==> src/rtl/clock_ctrl_pkg.sv <==
// Shared constants for the clock set controller: FSM state encoding, field widths and limits.
// Also provides wrap-around increment and range-clamp helpers for the hours/minutes fields.
// Imported by the controller interface, the controller top and the bench.
package clock_ctrl_pkg;

    localparam int HRS_W = 5;
    localparam int MIN_W = 6;

    localparam logic [HRS_W-1:0] MAX_HRS = HRS_W'(23);
    localparam logic [MIN_W-1:0] MAX_MIN = MIN_W'(59);

    // Encoding is exported on mode_o for display blanking, so values are fixed.
    typedef enum logic [2:0] {
        RUN        = 3'd0,
        SET_HRS    = 3'd1,
        SET_MIN    = 3'd2,
        SET_AL_HRS = 3'd3,
        SET_AL_MIN = 3'd4,
        COMMIT     = 3'd5
    } state_t;

    // Compare before adding so an out-of-range value can never be produced.
    function automatic logic [HRS_W-1:0] inc_hrs(input logic [HRS_W-1:0] v);
        return (v >= MAX_HRS) ? '0 : v + 1'b1;
    endfunction

    function automatic logic [MIN_W-1:0] inc_min(input logic [MIN_W-1:0] v);
        return (v >= MAX_MIN) ? '0 : v + 1'b1;
    endfunction

    // Live counter values are trusted but clamped so a glitch can never be reloaded.
    function automatic logic [HRS_W-1:0] clamp_hrs(input logic [HRS_W-1:0] v);
        return (v > MAX_HRS) ? '0 : v;
    endfunction

    function automatic logic [MIN_W-1:0] clamp_min(input logic [MIN_W-1:0] v);
        return (v > MAX_MIN) ? '0 : v;
    endfunction

endpackage

==> src/rtl/clock_set_ctrl_if.sv <==
// Bundle of front-panel buttons, live time, and controller outputs for clock_set_ctrl.
// Names carry the controller's direction: _i driven into the controller, _o driven by it.
// Modports: slave = controller side, master = buttons/counter side.
interface clock_set_ctrl_if;
    import clock_ctrl_pkg::*;

    logic             btn_mode_i;   // single-cycle pulse: advance edit state
    logic             btn_inc_i;    // single-cycle pulse: increment field / dismiss alarm
    logic [HRS_W-1:0] cur_hrs_i;    // live hours from counter
    logic [MIN_W-1:0] cur_min_i;    // live minutes from counter
    logic             tick_o;       // one-cycle counter-advance strobe
    logic             load_o;       // one-cycle parallel-load strobe
    logic [HRS_W-1:0] load_hrs_o;
    logic [MIN_W-1:0] load_min_o;
    logic [MIN_W-1:0] load_sec_o;
    logic [HRS_W-1:0] edit_hrs_o;   // shadow hours for display during set
    logic [MIN_W-1:0] edit_min_o;   // shadow minutes for display during set
    logic [2:0]       mode_o;       // FSM state encoding
    logic             alarm_o;      // alarm active (level)

    modport slave (
        input  btn_mode_i, btn_inc_i, cur_hrs_i, cur_min_i,
        output tick_o, load_o, load_hrs_o, load_min_o, load_sec_o,
               edit_hrs_o, edit_min_o, mode_o, alarm_o
    );

    modport master (
        output btn_mode_i, btn_inc_i, cur_hrs_i, cur_min_i,
        input  tick_o, load_o, load_hrs_o, load_min_o, load_sec_o,
               edit_hrs_o, edit_min_o, mode_o, alarm_o
    );

endinterface

==> src/rtl/clock_set_ctrl_tick_prescaler.sv <==
// tick_prescaler: divides clk by TICK_DIV into a one-cycle tick while en is high.
// Latency: tick registered, high the cycle after the count reaches TICK_DIV-1.
// No backpressure; en low holds the count at 0 and suppresses tick.
// Ports: clk, rst (sync, active-high), en (count enable), tick (registered strobe).
module tick_prescaler #(
    parameter int TICK_DIV = 100
) (
    input  logic clk,
    input  logic rst,
    input  logic en,
    output logic tick
);

    localparam int CNT_W = $clog2(TICK_DIV);
    localparam logic [CNT_W-1:0] LAST = CNT_W'(TICK_DIV - 1);

    logic [CNT_W-1:0] cnt_q, cnt_d;
    logic             tick_q, tick_d;

    always_ff @(posedge clk) begin
        if (rst) begin
            cnt_q  <= '0;
            tick_q <= 1'b0;
        end else begin
            cnt_q  <= cnt_d;
            tick_q <= tick_d;
        end
    end

    always_comb begin
        cnt_d  = '0;
        tick_d = 1'b0;
        if (en) begin
            if (cnt_q == LAST) begin
                tick_d = 1'b1;
            end else begin
                cnt_d = cnt_q + CNT_W'(1);
            end
        end
    end

    assign tick = tick_q;

endmodule

==> src/rtl/clock_set_ctrl.sv <==
// clock_set_ctrl: tick generation plus two-button time-set FSM with one-cycle load to the counter.
// Latency: all outputs registered; load appears in the COMMIT cycle, one edge after the last btn_mode.
// No backpressure; buttons are single-cycle pulses, ignored in COMMIT; mode wins over inc.
// Ports: clk, rst (sync, active-high), bus (clock_set_ctrl_if.slave: buttons, live time, outputs).
// Build option: define CLOCK_ALARM_EN to add alarm set states, alarm registers and the alarm output.
module clock_set_ctrl
    import clock_ctrl_pkg::*;
#(
    parameter int TICK_DIV = 100
) (
    input  logic              clk,
    input  logic              rst,
    clock_set_ctrl_if.slave   bus
);

    state_t           state_q, state_d;
    logic [HRS_W-1:0] edit_hrs_q, edit_hrs_d;
    logic [MIN_W-1:0] edit_min_q, edit_min_d;
    logic             load_q, load_d;
    logic [HRS_W-1:0] load_hrs_q, load_hrs_d;
    logic [MIN_W-1:0] load_min_q, load_min_d;
    logic             tick;

`ifdef CLOCK_ALARM_EN
    logic [HRS_W-1:0] al_hrs_q, al_hrs_d;
    logic [MIN_W-1:0] al_min_q, al_min_d;
    logic             armed_q, armed_d;
    logic             alarm_q, alarm_d;
`endif

    // Enable from next state so the prescaler restarts on the COMMIT->RUN edge,
    // putting the first tick exactly TICK_DIV cycles after load.
    tick_prescaler #(.TICK_DIV(TICK_DIV)) u_prescaler (
        .clk  (clk),
        .rst  (rst),
        .en   (state_d == RUN),
        .tick (tick)
    );

    always_ff @(posedge clk) begin
        if (rst) begin
            state_q    <= RUN;
            edit_hrs_q <= '0;
            edit_min_q <= '0;
            load_q     <= 1'b0;
            load_hrs_q <= '0;
            load_min_q <= '0;
`ifdef CLOCK_ALARM_EN
            al_hrs_q   <= '0;
            al_min_q   <= '0;
            armed_q    <= 1'b0;
            alarm_q    <= 1'b0;
`endif
        end else begin
            state_q    <= state_d;
            edit_hrs_q <= edit_hrs_d;
            edit_min_q <= edit_min_d;
            load_q     <= load_d;
            load_hrs_q <= load_hrs_d;
            load_min_q <= load_min_d;
`ifdef CLOCK_ALARM_EN
            al_hrs_q   <= al_hrs_d;
            al_min_q   <= al_min_d;
            armed_q    <= armed_d;
            alarm_q    <= alarm_d;
`endif
        end
    end

    always_comb begin
        state_d    = state_q;
        edit_hrs_d = edit_hrs_q;
        edit_min_d = edit_min_q;
        load_d     = 1'b0;
        load_hrs_d = load_hrs_q;
        load_min_d = load_min_q;
`ifdef CLOCK_ALARM_EN
        al_hrs_d   = al_hrs_q;
        al_min_d   = al_min_q;
        armed_d    = armed_q;
        alarm_d    = 1'b0;
`endif

        case (state_q)
            RUN: begin
                if (bus.btn_mode_i) begin
                    state_d    = SET_HRS;
                    edit_hrs_d = clamp_hrs(bus.cur_hrs_i);
                    edit_min_d = clamp_min(bus.cur_min_i);
                end
`ifdef CLOCK_ALARM_EN
                else if (bus.btn_inc_i) begin
                    armed_d = 1'b0;
                end
`endif
            end
            SET_HRS: begin
                if (bus.btn_mode_i)     state_d    = SET_MIN;
                else if (bus.btn_inc_i) edit_hrs_d = inc_hrs(edit_hrs_q);
            end
            SET_MIN: begin
`ifdef CLOCK_ALARM_EN
                if (bus.btn_mode_i)     state_d    = SET_AL_HRS;
`else
                if (bus.btn_mode_i)     state_d    = COMMIT;
`endif
                else if (bus.btn_inc_i) edit_min_d = inc_min(edit_min_q);
            end
`ifdef CLOCK_ALARM_EN
            SET_AL_HRS: begin
                if (bus.btn_mode_i)     state_d  = SET_AL_MIN;
                else if (bus.btn_inc_i) al_hrs_d = inc_hrs(al_hrs_q);
            end
            SET_AL_MIN: begin
                if (bus.btn_mode_i)     state_d  = COMMIT;
                else if (bus.btn_inc_i) al_min_d = inc_min(al_min_q);
            end
`endif
            COMMIT: begin
                state_d = RUN;
            end
            default: begin
                state_d = RUN;
            end
        endcase

        // COMMIT is only ever entered from a set state, so this fires once per commit.
        if (state_d == COMMIT) begin
            load_d     = 1'b1;
            load_hrs_d = edit_hrs_q;
            load_min_d = edit_min_q;
`ifdef CLOCK_ALARM_EN
            armed_d    = 1'b1;
`endif
        end

`ifdef CLOCK_ALARM_EN
        // Uses next-state armed so a dismiss in RUN drops alarm on the same edge.
        alarm_d = (state_d == RUN) && armed_d &&
                  (bus.cur_hrs_i == al_hrs_q) && (bus.cur_min_i == al_min_q);
`endif
    end

    assign bus.tick_o     = tick;
    assign bus.load_o     = load_q;
    assign bus.load_hrs_o = load_hrs_q;
    assign bus.load_min_o = load_min_q;
    assign bus.load_sec_o = '0;
    assign bus.mode_o     = state_q;

`ifdef CLOCK_ALARM_EN
    // Alarm set states display the alarm registers in place of the time shadow.
    assign bus.edit_hrs_o = (state_q == SET_AL_HRS || state_q == SET_AL_MIN) ? al_hrs_q : edit_hrs_q;
    assign bus.edit_min_o = (state_q == SET_AL_HRS || state_q == SET_AL_MIN) ? al_min_q : edit_min_q;
    assign bus.alarm_o    = alarm_q;
`else
    assign bus.edit_hrs_o = edit_hrs_q;
    assign bus.edit_min_o = edit_min_q;
    assign bus.alarm_o    = 1'b0;
`endif

endmodule

==> src/flat_wrapper.sv <==
// flat-port wrapper written by rule: the top's interface ports become plain ports
module clock_set_ctrl_flat import clock_ctrl_pkg::*;
#(
    parameter int TICK_DIV = 100
)
  (clk, rst, bus_btn_mode_i, bus_btn_inc_i, bus_cur_hrs_i, bus_cur_min_i, bus_tick_o, bus_load_o, bus_load_hrs_o, bus_load_min_o, bus_load_sec_o, bus_edit_hrs_o, bus_edit_min_o, bus_mode_o, bus_alarm_o);
  clock_set_ctrl_if bus_i ();
  input  logic clk;
  input  logic rst;
  input wire logic [$bits(bus_i.btn_mode_i)-1:0] bus_btn_mode_i;
  input wire logic [$bits(bus_i.btn_inc_i)-1:0] bus_btn_inc_i;
  input wire logic [$bits(bus_i.cur_hrs_i)-1:0] bus_cur_hrs_i;
  input wire logic [$bits(bus_i.cur_min_i)-1:0] bus_cur_min_i;
  output wire logic [$bits(bus_i.tick_o)-1:0] bus_tick_o;
  output wire logic [$bits(bus_i.load_o)-1:0] bus_load_o;
  output wire logic [$bits(bus_i.load_hrs_o)-1:0] bus_load_hrs_o;
  output wire logic [$bits(bus_i.load_min_o)-1:0] bus_load_min_o;
  output wire logic [$bits(bus_i.load_sec_o)-1:0] bus_load_sec_o;
  output wire logic [$bits(bus_i.edit_hrs_o)-1:0] bus_edit_hrs_o;
  output wire logic [$bits(bus_i.edit_min_o)-1:0] bus_edit_min_o;
  output wire logic [$bits(bus_i.mode_o)-1:0] bus_mode_o;
  output wire logic [$bits(bus_i.alarm_o)-1:0] bus_alarm_o;
  assign bus_i.btn_mode_i = bus_btn_mode_i;
  assign bus_i.btn_inc_i = bus_btn_inc_i;
  assign bus_i.cur_hrs_i = bus_cur_hrs_i;
  assign bus_i.cur_min_i = bus_cur_min_i;
  assign bus_tick_o = bus_i.tick_o;
  assign bus_load_o = bus_i.load_o;
  assign bus_load_hrs_o = bus_i.load_hrs_o;
  assign bus_load_min_o = bus_i.load_min_o;
  assign bus_load_sec_o = bus_i.load_sec_o;
  assign bus_edit_hrs_o = bus_i.edit_hrs_o;
  assign bus_edit_min_o = bus_i.edit_min_o;
  assign bus_mode_o = bus_i.mode_o;
  assign bus_alarm_o = bus_i.alarm_o;
  clock_set_ctrl #(.TICK_DIV(TICK_DIV)) u_core (.clk(clk), .rst(rst), .bus(bus_i));
endmodule
==> config.mk <==
export PLATFORM = sky130hd
export DESIGN_NAME = clock_set_ctrl_flat
export DESIGN_NICKNAME = d
export VERILOG_FILES = /design/src/rtl/clock_ctrl_pkg.sv /design/src/rtl/clock_set_ctrl_if.sv /design/src/rtl/clock_set_ctrl_tick_prescaler.sv /design/src/rtl/clock_set_ctrl.sv /design/src/flat_wrapper.sv
export SDC_FILE = /design/constraint.sdc
export NUM_CORES = 1
export LEC_CHECK = 0
export CORE_MARGIN = 1
export CORE_UTILIZATION = 45
export CTS_BUF_LIST = sky130_fd_sc_hd__clkbuf_4 sky130_fd_sc_hd__clkbuf_8
export DETAILED_ROUTE_END_ITERATION = 10
export GPL_TIMING_DRIVEN = 0
export PLACE_DENSITY = 0.76
export SLEW_MARGIN = 20
export SYNTH_ARGS = -nofsm -noshare
export SYNTH_HDL_FRONTEND = slang
export SYNTH_SLANG_ARGS = --single-unit
==> constraint.sdc <==
create_clock -name clk -period 3.85 [get_ports clk]
set_input_delay 0.9625 -clock clk [delete_from_list [all_inputs] [get_ports clk]]
set_output_delay 0.9625 -clock clk [all_outputs]
set_load 0.005 [all_outputs]
---- Word level (Yosys, flattened, before mapping) ----
Index checks and enable logic that the tools add are counted.
word-level totals
  register bits after elaboration ......... 34
  input port bits ......................... 15
  output and inout port bits .............. 34
  logic and storage cells ................. 51
operators by class
  add/subtract/negate cells ............... 3
  order comparisons ....................... 4
  equal/unequal tests ..................... 9
  multiplexer cells ....................... 18
  bitwise gates (word level) .............. 1
  reduce and logical (&&, ||, !) cells .... 8
operator list
  cell                 count
  $mux 6               5
  $mux 5               5
  $pmux 6 s2           1
  $ne 2x2->1 const B   5
  $pmux 5 s2           1
  $mux 3               3
  $pmux 3 s3           1
  $reduce_and 4->1     2
  $add 7x1->7 const B  1
  $eq 7x7->1 const B   1
  $add 6x1->6 const B  1
  $ge 6x6->1 const B   1
  $gt 6x6->1 const B   1
  $logic_not 3->1      2
  $add 5x1->5 const B  1
  $ge 5x5->1 const B   1
  $gt 5x5->1 const B   1
  $reduce_bool 2->1    2
  $eq 3x1->1 const B   1
  $eq 3x2->1 const B   1
  $eq 3x3->1 const B   1
  $reduce_or 3->1      1
  $mux 1               2
  $reduce_or 2->1      1
  $not 1->1            1

---- Depth between registers and ports, before layout ----
  word-level depth ........................ 5
  mapped depth ............................ 6
  depth with buffers taken out ............ 5

---- Modules after synthesis ----
Synthesis repeated with hierarchy kept, for this count alone.
second synthesis, totals
  cells, all modules ...................... 219
  area, all modules ....................... 1741.7 sq um
modules (own cells, without submodules)
  module          times used  cells each  area each (sq um)  seq. area each (sq um)
  clock_set_ctrl  1           183         1403.8             520.5
  tick_prescaler  1           36          337.8              160.2

---- Worst setup path before layout ----
No wires, ideal clock.
  path type ............................... input to register
  start point ............................. input port bus_btn_mode_i
  end point ............................... register u_core.edit_min_q[1] (netlist: u_core.bus.edit_min_o[1])
  library setup time ...................... 0.126 ns
  data arrival time ....................... 1.793 ns
  data required time ...................... 3.724 ns
  path slack .............................. 1.931 ns
  stages .................................. 4
  path buffers ............................ 0
  cell sequence ........................... nand3b_1 -> a211o_2 -> a221oi_1 -> nor3_2
on the way
  cells in the longest elaborated chain, start to end .. 2
  elaborated cells on any way between the ends .. 3
  those cells by class .................... eq/ne (2); reduce/logical (1)
ends and longest elaborated chain
  item                          RTL line              text
  start, declared               flat_wrapper.sv:10    input wire logic [$bits(bus_i.btn_mode_i)-1:0] bus_btn_mode_i;
  $ne 2x2->1 (no line)          -
  $reduce_and 4->1 (no line) *  -
  end signal, assigned          clock_set_ctrl.sv:57  edit_min_q <= edit_min_d;
  end, declared                 clock_set_ctrl.sv:18  logic [MIN_W-1:0] edit_min_q, edit_min_d;
Mark *: on every way between the ends. The rest lies on a longest branch, timed or not.
A chain may end at the register's enable or synchronous reset.

---- Worst setup path after layout ----
Same ends and word-level chain as after synthesis.

==> reports/metrics.csv <==
metric;value;unit
commonest non-fill, non-tap cell in the layout;clkdlybuf4s50_1;
Worst path slowest cell;clkdlybuf4s50_1;
area of the die;4175;sq um
asr flop ratio synth;0;%
GRT Total Usage;19.59;%
Max Cap Viol;0;
final hold viol count;0;
layout cells sized above 1;15.35;%
min Tclk post-route;2397;ps
die width;64.62;um
Reg2Reg Setup Slack;2150;ps
Mapped Avg Cell Area;9.434;sq um
Setup crit start kind;input pin;
Total Power;790.2;uW
reg2reg start;u_core.bus.mode_o[1];
Final Max Tran Viols;0;
Yosys reg bits;34;
post-synthesis to final-layout area growth;32.77;%
crit path DAT;2570;ps
largest net degree at the start of global routing;12;
Reg2Reg Depth;5;
Worst Tran Pin Value;565.6;ps
cell area after synthesis;1764;sq um
post-synthesis sequential area ratio;38.58;%
hpwl dp;2.753;mm
area post-placement;2247;sq um
initial core utilization;47.47;%
Post-CTS Setup Inserts;0;
Post-synth top flop;dfxtp_1;
CORE AREA;3716;sq um
Sw Pwr;211.2;uW
WL per Instance;12.85;um
slowest stage delay, CP;580;ps
CTS Buffer Depth;2;
Root Buffer;clkbuf_8;
DR DRC count;0;
DR pass1 iterations;4;
Filler cells;322;
critical path depth in cells;5;
skew final;4.518;ps
CTS tree;built;
Clock transition at path regs;70;ps
H-tree levels;2;
io pins;49;
cells after synthesis;187;
nets;258;
status;completed;
Switching Fraction;26.73;%
Clock Power Share;34.4;%
global-route wire length before repair;6.382;mm
leakage dissipation;0.0008804;uW
Fmax;417.2;MHz
Final Cycle Share;62.26;%
EDFF count, synth;0;
Max-Slew Margin vs Limit;62.21;%
gr ovfl total;0;
RSZ-0062 raised after global routing;false;
setup TNS;0;ps
Min-Delay Path Class;flip-flop to flip-flop;
gpl congestion;0.8729;
post-synth cell types;56;
Worst setup EP type;flip-flop;
leading cell types in the layout, fill and taps excluded;clkdlybuf4s50_1 (40), dfxtp_1 (34), nor2_1 (18), a21oi_1 (13), a22o_1 (11);
Peak VDD IR;0.1894;mV
Crit Path Class;input pin to flip-flop;
crit-path leading delay family;compound AO/OA/AOI/OAI gates;
initial DRC count;83;
Antenna Violating Nets Remaining;0;
Critical R2R Capture;u_core.bus.load_hrs_o[3];
Comb power frac;16.8;%
Vias;1546;
Die H;64.62;um
Clock Latency Late Sink;280;ps
P_int;579.0;uW
Final Core Density;63.03;%
vias in the first global route;1418;
Routed WL;3.713;mm
Crit path buffers/inverters;1;
Rows;22;
initial antenna violation count;0;
Multi-input gate area;964.7;sq um
critical-path cell list;clkdlybuf4s50_1 > nand3b_1 > a211o_2 > a221oi_1 > nor3_2;
Synth Warn #;0;
pwr/cell area;337.4;nW/um^2
sequential power share;48.8;%
Vias per Instance;5.349;
Critical path origin;bus_btn_mode_i;
clk sinks;34;
Antenna Cells;0;
CTS Buf Count;5;
final setup fails;0;
worst setup path endpoint;u_core.bus.edit_min_o[1];
post-cts hold buffer count;0;
Port Buffers;40;
Worst Path Max Fanout;9;
Design Area, Final;2342;sq um
CP Data Required Time;4020;ps
Storage cell area;680.7;sq um
cts repair resizes;0;
## cell families (layout without fill, tap and decap cells)
family                     count (synthesis)  after routing  synth area share (%)
buffers and inverters                     21             69                 8.014
DFF                                       34             34                 38.58
AOI/OAI and AO/OA                         55             55                 25.11
and+or+nand+nor                           67             67                 22.91
xor gates and xnor gates                   5              5                 2.483
adders and majority gates                  3              3                 2.128
other                                      1              7                0.2126
muxes                                      1              1                0.5674
## worst min-delay path by stage
stage	slack (ps)	startpoint	end	cells past startpoint
2_1_floorplan	420	u_core.u_prescaler.cnt_q[0]	u_core.u_prescaler.cnt_q[0]	1
3_3_place_gp	440	u_core.u_prescaler.cnt_q[0]	u_core.u_prescaler.cnt_q[0]	1
3_5_place_dp	440	u_core.u_prescaler.cnt_q[0]	u_core.u_prescaler.cnt_q[0]	1
4_1_cts	450	u_core.u_prescaler.cnt_q[0]	u_core.u_prescaler.cnt_q[0]	1
5_1_grt	480	u_core.u_prescaler.cnt_q[0]	u_core.u_prescaler.cnt_q[0]	1
6_report	450	u_core.u_prescaler.cnt_q[0]	u_core.u_prescaler.cnt_q[0]	1
## state kept, by name, summed over array words and instances (netlist names)
| name | flops |
|---|---|
| u_core.u_prescaler.cnt_q | 7 |
| u_core.bus.edit_hrs_o | 5 |
| u_core.u_prescaler.tick | 1 |
| u_core.bus.edit_min_o | 6 |
| u_core.bus.load_o | 1 |
| u_core.bus.load_min_o | 6 |
| u_core.bus.mode_o | 3 |
| u_core.bus.load_hrs_o | 5 |
## synth_stat cells (2+ instances only)
cell | count | area [sq um]
xor2_1 | 2 | 17.52
a211oi_1 | 3 | 22.52
nor2_1 | 18 | 67.56
buf_4 | 8 | 60.06
nor2b_1 | 2 | 12.51
xnor2_1 | 3 | 26.28
o21ai_0 | 4 | 20.02
ha_1 | 3 | 37.54
and3_1 | 5 | 31.28
a211o_1 | 2 | 17.52
buf_2 | 2 | 10.01
clkbuf_1 | 3 | 11.26
nand3_1 | 9 | 45.04
a31oi_1 | 2 | 12.51
a211oi_2 | 2 | 25.02
nor3b_1 | 5 | 37.54
a22o_1 | 11 | 96.34
nor3_1 | 5 | 25.02
nor3_2 | 3 | 30.03
inv_1 | 4 | 15.01
buf_6 | 4 | 45.04
a21oi_1 | 13 | 65.06
o21ai_1 | 3 | 15.01
dfxtp_1 | 34 | 680.7
nand2_1 | 6 | 22.52
## metal layers
| metal | track usage (%) | wire length [um] | vias up |
|---|---|---|---|
| met5 | 0 | 0 | - |
| met4 | 7.500 | 38 | 0 |
| met3 | 3.873 | 142 | 4 |
| met2 | 31.71 | 1732 | 35 |
| met1 | 25.51 | 1799 | 725 |
| li1 | - | - | 782 |
## final cells by class
class,instances,share of cell area (%)
Buffer,17,5.395
Clock buffer,6,3.526
Clock inverter,2,0.5342
Inverter,4,0.6410
Multi-Input combinational cell,138,41.19
Sequential cell,34,29.06
Tap cell,48,2.564
Timing Repair Buffer,40,17.09
## power by group through the flow
stage	combinational (uW)	sequential (uW)	clock, uW
after floorplan	78.8	390	0
after global placement	130	393	0
after detailed placement	132	393	0
after CTS	132	385	282
after global routing	147	388	300
final	132	386	272
## through the flow
step	instances	hold WS [ps]	worst slack, ps
2_1_floorplan	193	417.9	1931
3_3_place_gp	281	438.0	1201
3_5_place_dp	281	442.3	1155
4_1_cts	289	454.8	1460
5_1_grt	289	477.9	1292
6_report	289	451.1	1453
No activity file was read; power rests on OpenSTA's default activity.
